===== config.mk =====
export PLATFORM = sky130hd
export DESIGN_NAME = cheri_tbre_mr_flat
export DESIGN_NICKNAME = d
export VERILOG_FILES = /design/src/rtl/cheri_tbre_mr_if.sv /design/src/rtl/cheri_tbre_mr.sv /design/src/flat_wrapper.sv
export SDC_FILE = /design/constraint.sdc
export NUM_CORES = 1
export LEC_CHECK = 0
export BUFFER_PORTS_ARGS = -buffer_cell sky130_fd_sc_hd__buf_2
export CAP_MARGIN = 20
export CORE_MARGIN = 5
export CORE_UTILIZATION = 43
export CTS_CLUSTER_SIZE = 30
export DETAILED_ROUTE_END_ITERATION = 7
export HOLD_SLACK_MARGIN = 0.12
export PLACE_DENSITY = 0.68
export SLEW_MARGIN = 25
export SYNTH_ARGS = -nofsm -noshare
export SYNTH_HDL_FRONTEND = slang
export SYNTH_SLANG_ARGS = --single-unit

===== constraint.sdc =====
create_clock -name clk_i -period 10.59 [get_ports clk_i]
set_input_delay 2.118 -clock clk_i [delete_from_list [all_inputs] [get_ports clk_i]]
set_output_delay 2.118 -clock clk_i [all_outputs]
set_load 0.02 [all_outputs]

===== src/rtl/cheri_tbre_mr_if.sv =====
// LSU port shared between the revocation engine (master) and the load/store unit (slave).
interface cheri_tbre_mr_if;
  logic        lsu_req_o;
  logic        lsu_we_o;
  logic        lsu_is_cap_o;
  logic [31:0] lsu_addr_o;
  logic [32:0] lsu_wdata_o;
  logic        lsu_req_done_i;
  logic        lsu_addr_incr_i;
  logic        lsu_resp_valid_i;
  logic        lsu_resp_err_i;
  logic        lsu_resp_is_wr_i;
  logic [32:0] lsu_raw_lsw_i;

  modport master (
    output lsu_req_o, lsu_we_o, lsu_is_cap_o, lsu_addr_o, lsu_wdata_o,
    input  lsu_req_done_i, lsu_addr_incr_i, lsu_resp_valid_i, lsu_resp_err_i,
           lsu_resp_is_wr_i, lsu_raw_lsw_i
  );

  modport slave (
    input  lsu_req_o, lsu_we_o, lsu_is_cap_o, lsu_addr_o, lsu_wdata_o,
    output lsu_req_done_i, lsu_addr_incr_i, lsu_resp_valid_i, lsu_resp_err_i,
           lsu_resp_is_wr_i, lsu_raw_lsw_i
  );
endinterface


===== src/rtl/cheri_tbre_mr.sv =====
// Multi-region background revocation engine: walks queued ranges granule by granule and
// clears tags of revoked caps. One LSU access in flight; loads throttled at FifoDepth-1 outstanding.
module cheri_tbre_mr #(
  parameter int unsigned NumRegions = 4,
  parameter int unsigned FifoDepth  = 4,
  parameter int unsigned CntW       = 16
) (
  input  logic                     clk_i,
  input  logic                     rst_i,
  input  logic [NumRegions-1:0]    reg_start_i,
  input  logic [NumRegions*32-1:0] reg_base_i,
  input  logic [NumRegions*32-1:0] reg_end_i,
  input  logic                     abort_i,
  output logic                     busy_o,
  output logic [NumRegions-1:0]    region_done_o,
  output logic [CntW-1:0]          revoke_cnt_o,
  output logic                     err_o,
  input  logic                     snoop_req_done_i,
  input  logic                     snoop_we_i,
  input  logic [31:0]              snoop_addr_i,
  input  logic                     trvk_en_i,
  input  logic                     trvk_clrtag_i,
  cheri_tbre_mr_if.master          lsu
);
  localparam int unsigned IdxW = $clog2(FifoDepth);
  localparam int unsigned PtrW = IdxW + 1;
  localparam int unsigned RegW = (NumRegions > 1) ? $clog2(NumRegions) : 1;

  typedef enum logic [1:0] {Idle, Load, Drain} state_e;
  state_e state_q, state_d;

  logic [NumRegions-1:0] start_q, pending_q, pending_d, start_edge, active_mask, sel_onehot;
  logic [RegW-1:0]       sel_idx, cur_region_q;
  logic [28:0]           cur_addr8_q, end8_q, sel_base8, sel_end8;
  logic                  latch, region_done, wait_q, err_q;
  logic [CntW-1:0]       cnt_q;
  logic [PtrW-1:0]       req_wr_ptr_q, rsp_wr_ptr_q, shd_wr_ptr_q, rd_ptr_q, outstanding;
  logic [FifoDepth-1:0]  a_vld_q, r_err_q, r_tag_q, s_bit_q, snoop_hit;
  logic [28:0]           a_addr8_q [FifoDepth];
  logic [IdxW-1:0]       head;
  logic                  head_ok, store_elig, load_ok, grant, st_grant, ld_grant, pop, rsp_load;
  logic                  unused_sig;

  assign unused_sig = ^{lsu.lsu_raw_lsw_i[31:0], snoop_addr_i[2:0], reg_base_i, reg_end_i};

  assign start_edge  = reg_start_i & ~start_q;
  assign active_mask = (state_q != Idle) ? (NumRegions'(1) << cur_region_q) : '0;

  // Lowest-index pending region wins
  always_comb begin
    sel_idx = '0;
    for (int i = int'(NumRegions) - 1; i >= 0; i--) begin
      if (pending_q[i]) sel_idx = RegW'(i);
    end
  end

  assign sel_base8  = reg_base_i[32*sel_idx+3 +: 29];
  assign sel_end8   = reg_end_i[32*sel_idx+3 +: 29];
  assign sel_onehot = latch ? (NumRegions'(1) << sel_idx) : '0;

  always_comb begin
    pending_d = (pending_q & ~sel_onehot) | (start_edge & ~active_mask & ~pending_q);
    if (abort_i) pending_d = '0;
  end

  assign outstanding = req_wr_ptr_q - rd_ptr_q;
  assign head        = rd_ptr_q[IdxW-1:0];
  assign head_ok     = (req_wr_ptr_q != rd_ptr_q) && (rsp_wr_ptr_q != rd_ptr_q) &&
                       (shd_wr_ptr_q != rd_ptr_q);
  assign store_elig  = head_ok & a_vld_q[head] & r_tag_q[head] & s_bit_q[head] & ~r_err_q[head];
  assign load_ok     = (state_q == Load) & ~abort_i & (outstanding < PtrW'(FifoDepth - 1));

  assign lsu.lsu_req_o    = ~wait_q & (store_elig | load_ok);
  assign lsu.lsu_we_o     = store_elig;
  assign lsu.lsu_is_cap_o = ~store_elig;
  assign lsu.lsu_wdata_o  = '0;
  assign lsu.lsu_addr_o   = store_elig ? {a_addr8_q[head], 3'b000}
                                       : {cur_addr8_q, 3'b000} + (lsu.lsu_addr_incr_i ? 32'd4 : 32'd0);

  assign grant    = lsu.lsu_req_done_i & lsu.lsu_req_o;
  assign st_grant = grant & store_elig;
  assign ld_grant = grant & ~store_elig;
  assign pop      = st_grant | (head_ok & ~store_elig);
  assign rsp_load = lsu.lsu_resp_valid_i & ~lsu.lsu_resp_is_wr_i;

  always_comb begin
    for (int i = 0; i < int'(FifoDepth); i++) begin
      snoop_hit[i] = snoop_req_done_i & snoop_we_i & (snoop_addr_i[31:3] == a_addr8_q[i]);
    end
  end

  always_comb begin
    state_d     = state_q;
    latch       = 1'b0;
    region_done = 1'b0;
    unique case (state_q)
      Idle: begin
        if (pending_q != '0 && !abort_i) begin
          latch   = 1'b1;
          state_d = (sel_base8 > sel_end8) ? Drain : Load;
        end
      end
      Load: begin
        if (abort_i || (ld_grant && cur_addr8_q == end8_q)) state_d = Drain;
      end
      Drain: begin
        if (outstanding == '0) begin
          region_done = 1'b1;
          if (pending_q != '0 && !abort_i) begin
            latch   = 1'b1;
            state_d = (sel_base8 > sel_end8) ? Drain : Load;
          end else begin
            state_d = Idle;
          end
        end
      end
      default: state_d = Idle;
    endcase
  end

  always_ff @(posedge clk_i or posedge rst_i) begin
    if (rst_i) begin
      state_q      <= Idle;
      start_q      <= '0;
      pending_q    <= '0;
      cur_region_q <= '0;
      cur_addr8_q  <= '0;
      end8_q       <= '0;
      wait_q       <= 1'b0;
      err_q        <= 1'b0;
      cnt_q        <= '0;
    end else begin
      state_q   <= state_d;
      start_q   <= reg_start_i;
      pending_q <= pending_d;
      if (latch) begin
        cur_region_q <= sel_idx;
        cur_addr8_q  <= sel_base8;
        end8_q       <= sel_end8;
      end else if (ld_grant) begin
        cur_addr8_q <= cur_addr8_q + 29'd1;
      end
      // Response clears first so a zero-latency LSU cannot wedge the flag
      wait_q <= (wait_q | grant) & ~lsu.lsu_resp_valid_i;
      if (pop && r_err_q[head]) err_q <= 1'b1;
      else if (state_q == Idle && start_edge != '0) err_q <= 1'b0;
      if (st_grant && cnt_q != '1) cnt_q <= cnt_q + CntW'(1);
    end
  end

  // Snoop clears come first so a same-cycle load write to that slot wins
  always_ff @(posedge clk_i or posedge rst_i) begin
    if (rst_i) begin
      a_vld_q      <= '0;
      r_err_q      <= '0;
      r_tag_q      <= '0;
      s_bit_q      <= '0;
      req_wr_ptr_q <= '0;
      rsp_wr_ptr_q <= '0;
      shd_wr_ptr_q <= '0;
      rd_ptr_q     <= '0;
      for (int i = 0; i < int'(FifoDepth); i++) a_addr8_q[i] <= '0;
    end else begin
      for (int i = 0; i < int'(FifoDepth); i++) begin
        if (snoop_hit[i]) a_vld_q[i] <= 1'b0;
      end
      if (ld_grant) begin
        a_vld_q[req_wr_ptr_q[IdxW-1:0]]   <= 1'b1;
        a_addr8_q[req_wr_ptr_q[IdxW-1:0]] <= cur_addr8_q;
        req_wr_ptr_q                      <= req_wr_ptr_q + PtrW'(1);
      end
      if (rsp_load) begin
        r_err_q[rsp_wr_ptr_q[IdxW-1:0]] <= lsu.lsu_resp_err_i;
        r_tag_q[rsp_wr_ptr_q[IdxW-1:0]] <= lsu.lsu_raw_lsw_i[32];
        rsp_wr_ptr_q                    <= rsp_wr_ptr_q + PtrW'(1);
      end
      if (trvk_en_i) begin
        s_bit_q[shd_wr_ptr_q[IdxW-1:0]] <= trvk_clrtag_i;
        shd_wr_ptr_q                    <= shd_wr_ptr_q + PtrW'(1);
      end
      if (pop) rd_ptr_q <= rd_ptr_q + PtrW'(1);
    end
  end

  assign busy_o        = (state_q != Idle);
  assign region_done_o = region_done ? (NumRegions'(1) << cur_region_q) : '0;
  assign revoke_cnt_o  = cnt_q;
  assign err_o         = err_q;
endmodule

===== src/flat_wrapper.sv =====
// flat-port wrapper written by rule: the top's interface ports become plain ports
module cheri_tbre_mr_flat 
#(
  parameter int unsigned NumRegions = 4,
  parameter int unsigned FifoDepth  = 4,
  parameter int unsigned CntW       = 16
)
  (clk_i, rst_i, reg_start_i, reg_base_i, reg_end_i, abort_i, busy_o, region_done_o, revoke_cnt_o, err_o, snoop_req_done_i, snoop_we_i, snoop_addr_i, trvk_en_i, trvk_clrtag_i, lsu_lsu_req_o, lsu_lsu_we_o, lsu_lsu_is_cap_o, lsu_lsu_addr_o, lsu_lsu_wdata_o, lsu_lsu_req_done_i, lsu_lsu_addr_incr_i, lsu_lsu_resp_valid_i, lsu_lsu_resp_err_i, lsu_lsu_resp_is_wr_i, lsu_lsu_raw_lsw_i);
  cheri_tbre_mr_if lsu_i ();
  input  logic clk_i;
  input  logic rst_i;
  input  logic [NumRegions-1:0] reg_start_i;
  input  logic [NumRegions*32-1:0] reg_base_i;
  input  logic [NumRegions*32-1:0] reg_end_i;
  input  logic abort_i;
  output logic busy_o;
  output logic [NumRegions-1:0] region_done_o;
  output logic [CntW-1:0] revoke_cnt_o;
  output logic err_o;
  input  logic snoop_req_done_i;
  input  logic snoop_we_i;
  input  logic [31:0] snoop_addr_i;
  input  logic trvk_en_i;
  input  logic trvk_clrtag_i;
  output wire logic [$bits(lsu_i.lsu_req_o)-1:0] lsu_lsu_req_o;
  output wire logic [$bits(lsu_i.lsu_we_o)-1:0] lsu_lsu_we_o;
  output wire logic [$bits(lsu_i.lsu_is_cap_o)-1:0] lsu_lsu_is_cap_o;
  output wire logic [$bits(lsu_i.lsu_addr_o)-1:0] lsu_lsu_addr_o;
  output wire logic [$bits(lsu_i.lsu_wdata_o)-1:0] lsu_lsu_wdata_o;
  input wire logic [$bits(lsu_i.lsu_req_done_i)-1:0] lsu_lsu_req_done_i;
  input wire logic [$bits(lsu_i.lsu_addr_incr_i)-1:0] lsu_lsu_addr_incr_i;
  input wire logic [$bits(lsu_i.lsu_resp_valid_i)-1:0] lsu_lsu_resp_valid_i;
  input wire logic [$bits(lsu_i.lsu_resp_err_i)-1:0] lsu_lsu_resp_err_i;
  input wire logic [$bits(lsu_i.lsu_resp_is_wr_i)-1:0] lsu_lsu_resp_is_wr_i;
  input wire logic [$bits(lsu_i.lsu_raw_lsw_i)-1:0] lsu_lsu_raw_lsw_i;
  assign lsu_lsu_req_o = lsu_i.lsu_req_o;
  assign lsu_lsu_we_o = lsu_i.lsu_we_o;
  assign lsu_lsu_is_cap_o = lsu_i.lsu_is_cap_o;
  assign lsu_lsu_addr_o = lsu_i.lsu_addr_o;
  assign lsu_lsu_wdata_o = lsu_i.lsu_wdata_o;
  assign lsu_i.lsu_req_done_i = lsu_lsu_req_done_i;
  assign lsu_i.lsu_addr_incr_i = lsu_lsu_addr_incr_i;
  assign lsu_i.lsu_resp_valid_i = lsu_lsu_resp_valid_i;
  assign lsu_i.lsu_resp_err_i = lsu_lsu_resp_err_i;
  assign lsu_i.lsu_resp_is_wr_i = lsu_lsu_resp_is_wr_i;
  assign lsu_i.lsu_raw_lsw_i = lsu_lsu_raw_lsw_i;
  cheri_tbre_mr #(.NumRegions(NumRegions), .FifoDepth(FifoDepth), .CntW(CntW)) u_core (.clk_i(clk_i), .rst_i(rst_i), .reg_start_i(reg_start_i), .reg_base_i(reg_base_i), .reg_end_i(reg_end_i), .abort_i(abort_i), .busy_o(busy_o), .region_done_o(region_done_o), .revoke_cnt_o(revoke_cnt_o), .err_o(err_o), .snoop_req_done_i(snoop_req_done_i), .snoop_we_i(snoop_we_i), .snoop_addr_i(snoop_addr_i), .trvk_en_i(trvk_en_i), .trvk_clrtag_i(trvk_clrtag_i), .lsu(lsu_i));
endmodule

==> summary.txt <==
Status
  • Status: finished, violations left
  • Failing checks: DRC

Clock tree
  • Post-CTS Resized: 0
  • Longest Clk Path Bufs: 3
  • CTS Root Cell: clkbuf_16
  • CTS tree: built
  • Clk sinks: 232
  • Hold-fix buffer count after cts: 0
  • CTS Buf Count: 27
  • Clock latency on the worst-skew pair: 0.54 ns
  • H-tree Lvls: 1
  • Setup bufs post-CTS: 0
  • Clock Pin Slew Worst Setup and Hold Paths: 0.06 ns

Timing
  • Setup_tns: 0 ns
  • Slack of the critical path: 4.529 ns
  • Final setup violation count: 0
  • Slew headroom: 0.3027
  • Clock skew: 0.02393 ns
  • Hold Slack: 0.4956 ns
  • Final Hold Violating Endpoints: 0
  • Worst slew pin tran: 1.038 ns
  • RSZ-0062 raised after global routing: no
  • Minimum clock period: 6.061 ns
  • Fmax: ~0.16 GHz
  • Final slew viol count: 0
  • Fin crit share: 0.5723

Drt
  • Initial DRC Count: 918
  • Drt via density: 5.745
  • Residual DRC: 1
  • Post-Route WL: 50.32 mm
  • DR pass1 iterations: 8
  • WL per Instance: around 23 um
  • Via count: 12610
  • Post-DRT Antenna Nets: 0

Placement
  • Input/output buffers: 332
  • Final weighted congestion in routability-driven placement: 0.9793
  • DPL Wire Length: 39.04 mm
  • Pre-CTS setup slack: between 5 and 6 ns

Floorplanning
  • Chip Width: between 150 and 200 um
  • Core Region: 34370 um2
  • Die Height: ~200 um
  • Cell row count: 68
  • DIE AREA: around 38000 um2
  • Ports: roughly 430
  • Initial Util: 0.4332

Pwr
  • Reg power frac: 0.360
  • Clock power frac: 0.225
  • Switching share of power: 0.4099
  • Leakage power: 8.471 nW
  • PD cells: 247.2 nW/um2
  • Share of total power in combinational logic: 0.415
  • P_sw: 0.001791 W
  • Cell Int Power: ~0.0026 W
  • Worst ir drop on vdd: 0.1188 mV

Setup path
  • CP peak stage delay: 0.56 ns
  • Reg-to-Reg End: u_core.state_q[0]$_DFFE_PP0P_
  • Crit path DAT: 3.94 ns
  • Data required, critical path: 8.47 ns
  • Reg-to-reg startpoint: u_core.pending_q[0]$_DFF_PP0_
  • Crit path max fanout: 38
  • Startpoint types: flip-flop
  • CP delay by family, top: buffers and inverters
  • Worst path buffer plus inverter count: 3
  • CP Cell Sequence: buf_4 > xnor2_1 > nand3_1 > nand3_1 > nor2_4 > buf_4 > mux2_2 > buf_2
  • Worst reg2reg setup slack: 6.30 ns
  • R2r worst-path depth: 11
  • Worst path slowest cell: buf_4
  • CP endpoint kind: primary output
  • Crit path kind: reg -> out

Logic synthesis
  • Syn Area/Cell: 10.31 um2
  • Fraction of registers with async set or reset after synthesis: 1.000
  • Ys Warns: 0
  • Flops & latches, synth: 232
  • Synthesized-area fraction occupied by adder cells: 0.04000
  • Combinational family with the most area after synthesis: multiplexers
  • Compound-gate portion of the synthesized area: 0.1106
  • Yosys cell types: 63
  • Post-synth EDFFs: 0
  • Synth Area in Simple Gates: 0.1308
  • Post-Synth XOR/XNOR Area: 0.1081
  • Mapped Cells: 1444
  • Top FF cell, synth: dfrtp_1
  • Post-synthesis mux area share: 0.1657
  • Area of the mapped netlist: between 10000 and 15000 um2
  • Sequential fraction of the synthesis area: 0.3899

Worst hold path
  • Hold Path End: u_core.rsp_wr_ptr_q[2]$_DFFE_PP0P_
  • Hold Path Cell Cnt: 1
  • Hold path start: u_core.rsp_wr_ptr_q[2]$_DFFE_PP0P_
  • Worst hold path class: reg -> reg

Global routing
  • GRT Util Overall: 0.2512
  • First-pass GRT wire length: about 75 mm
  • Maximum number of pins on one net before global-route repair: 96
  • Vias in the first global route: ~13000
  • Initial antenna violation count: 6
  • Total gr overflow: 0

Cells and area
  • Most frequent cells in the layout: buf_2, dfrtp_1, mux2_2, xor2_1, nand2_1
  • Filler cells: 3141
  • Layout area overhead: 18.72%
  • Commonest non-fill, non-tap cell in the layout: buf_2
  • Net count, final: between 2000 and 2500
  • Layout cell share with drive strength beyond 1: 0.3460

Flow run
  • Max-cap viol count: 0
-- worst max-delay path by stage --
stage,start,end,slack [ns],depth (start not counted)
final,u_core.rd_ptr_q[0]$_DFFE_PP0N_,lsu_lsu_addr_o[18],4.53,8
after global routing,u_core.rd_ptr_q[0]$_DFFE_PP0N_,lsu_lsu_addr_o[25],4.30,8
after CTS,u_core.rd_ptr_q[0]$_DFFE_PP0N_,lsu_lsu_addr_o[18],4.50,8
after detailed placement,u_core.rd_ptr_q[0]$_DFFE_PP0N_,lsu_lsu_addr_o[18],5.09,8
after global placement,u_core.rd_ptr_q[0]$_DFFE_PP0N_,lsu_lsu_addr_o[18],5.06,8
after floorplan,rst_i,u_core.a_addr8_q[0]$_DFFE_PP0P_,2.11,1
-- synth_stat cells, drive strengths merged (9+ instances only) --
library cell / number / area, um2
dfrtp: 232 / 5806
mux2: 154 / 1734
xor2: 111 / 972.2
nand2: 97 / 364.1
nor2: 87 / 329.1
buf: 75 / 475.4
xnor2: 70 / 613.1
clkbuf: 66 / 249.0
o21ai: 62 / 314.1
ha: 46 / 575.6
nand3: 40 / 212.7
nor3: 39 / 200.2
a222oi: 32 / 320.3
nand4: 31 / 193.9
o22ai: 31 / 193.9
a21boi: 30 / 229.0
nor4: 30 / 187.7
mux4: 29 / 653.1
inv: 24 / 90.09
a21oi: 20 / 103.9
and3: 11 / 68.82
nor2b: 11 / 68.82
o2111ai: 9 / 78.83
or3: 9 / 56.30
-- area by class of cell --
class,count,area [um2],area share
clock buffers,37,783.3,0.04431
repair buffers,351,1808,0.1023
multi-input cells,1081,8439,0.4774
flip-flops and latches,232,5807,0.3285
inverters,24,97.59,0.005521
diodes,3,7.507,0.0004247
clock inverters,12,166.4,0.009413
well taps,455,569.3,0.03220
-- flip-flops by register name, indices dropped and copies added, names as in the netlist, 4 cells and up --
name                 count
u_core.end8_q           29
u_core.r_err_q           4
u_core.cur_addr8_q      29
u_core.pending_q         4
u_core.r_tag_q           4
u_core.a_vld_q           4
u_core.a_addr8_q       116
u_core.s_bit_q           4
u_core.start_q           4
u_core.revoke_cnt_o     16
-- layer usage --
metal  track usage  wire [um]
met1        0.3229      20170
met2        0.4327      24750
met3       0.03400       3285
met4       0.09413       2085
met5             0         21
-- power groups by stage --
stage	combinational, W	sequential, W	clock [W]
after detailed placement	0.00181	0.00158	0
after CTS	0.00182	0.00156	0.000998
after global routing	0.00198	0.00161	0.00104
after floorplan	0.00142	0.00135	0
final	0.00181	0.00157	0.000984
after global placement	0.00178	0.00155	0
-- metrics by stage --
step                cells  total power (W)    util  area, um2
floorplan            1478         0.002770       -      15020
global placement     2143         0.003330  0.4862      16710
detailed placement   2143         0.003386  0.4863      16720
CTS                  2192         0.004380  0.5139      17670
global route         2195         0.004630  0.5143      17680
finish               2195         0.004371  0.5143      17680
-- worst reg2reg max path: stages, from the launching register on --
cell and delay [ns]:
dfrtp_1 0.64, nor2_1 0.17, nand2_1 0.73, o22ai_1 0.19, nor3_1 0.74, ha_1 0.25, nand3_1 0.10, nor3_1 0.44
o211ai_1 0.16, a22oi_1 0.28, o21ai_0 0.25, a22o_1 0.24
-- cells by family after synthesis --
group | after synthesis
fa+ha+maj | 47
xor+xnor | 182
mux | 191
flops | 232
buf+inv | 165
simple gates | 391
other cells | 1
compound gates | 235
(Power assumes the default switching activity.)
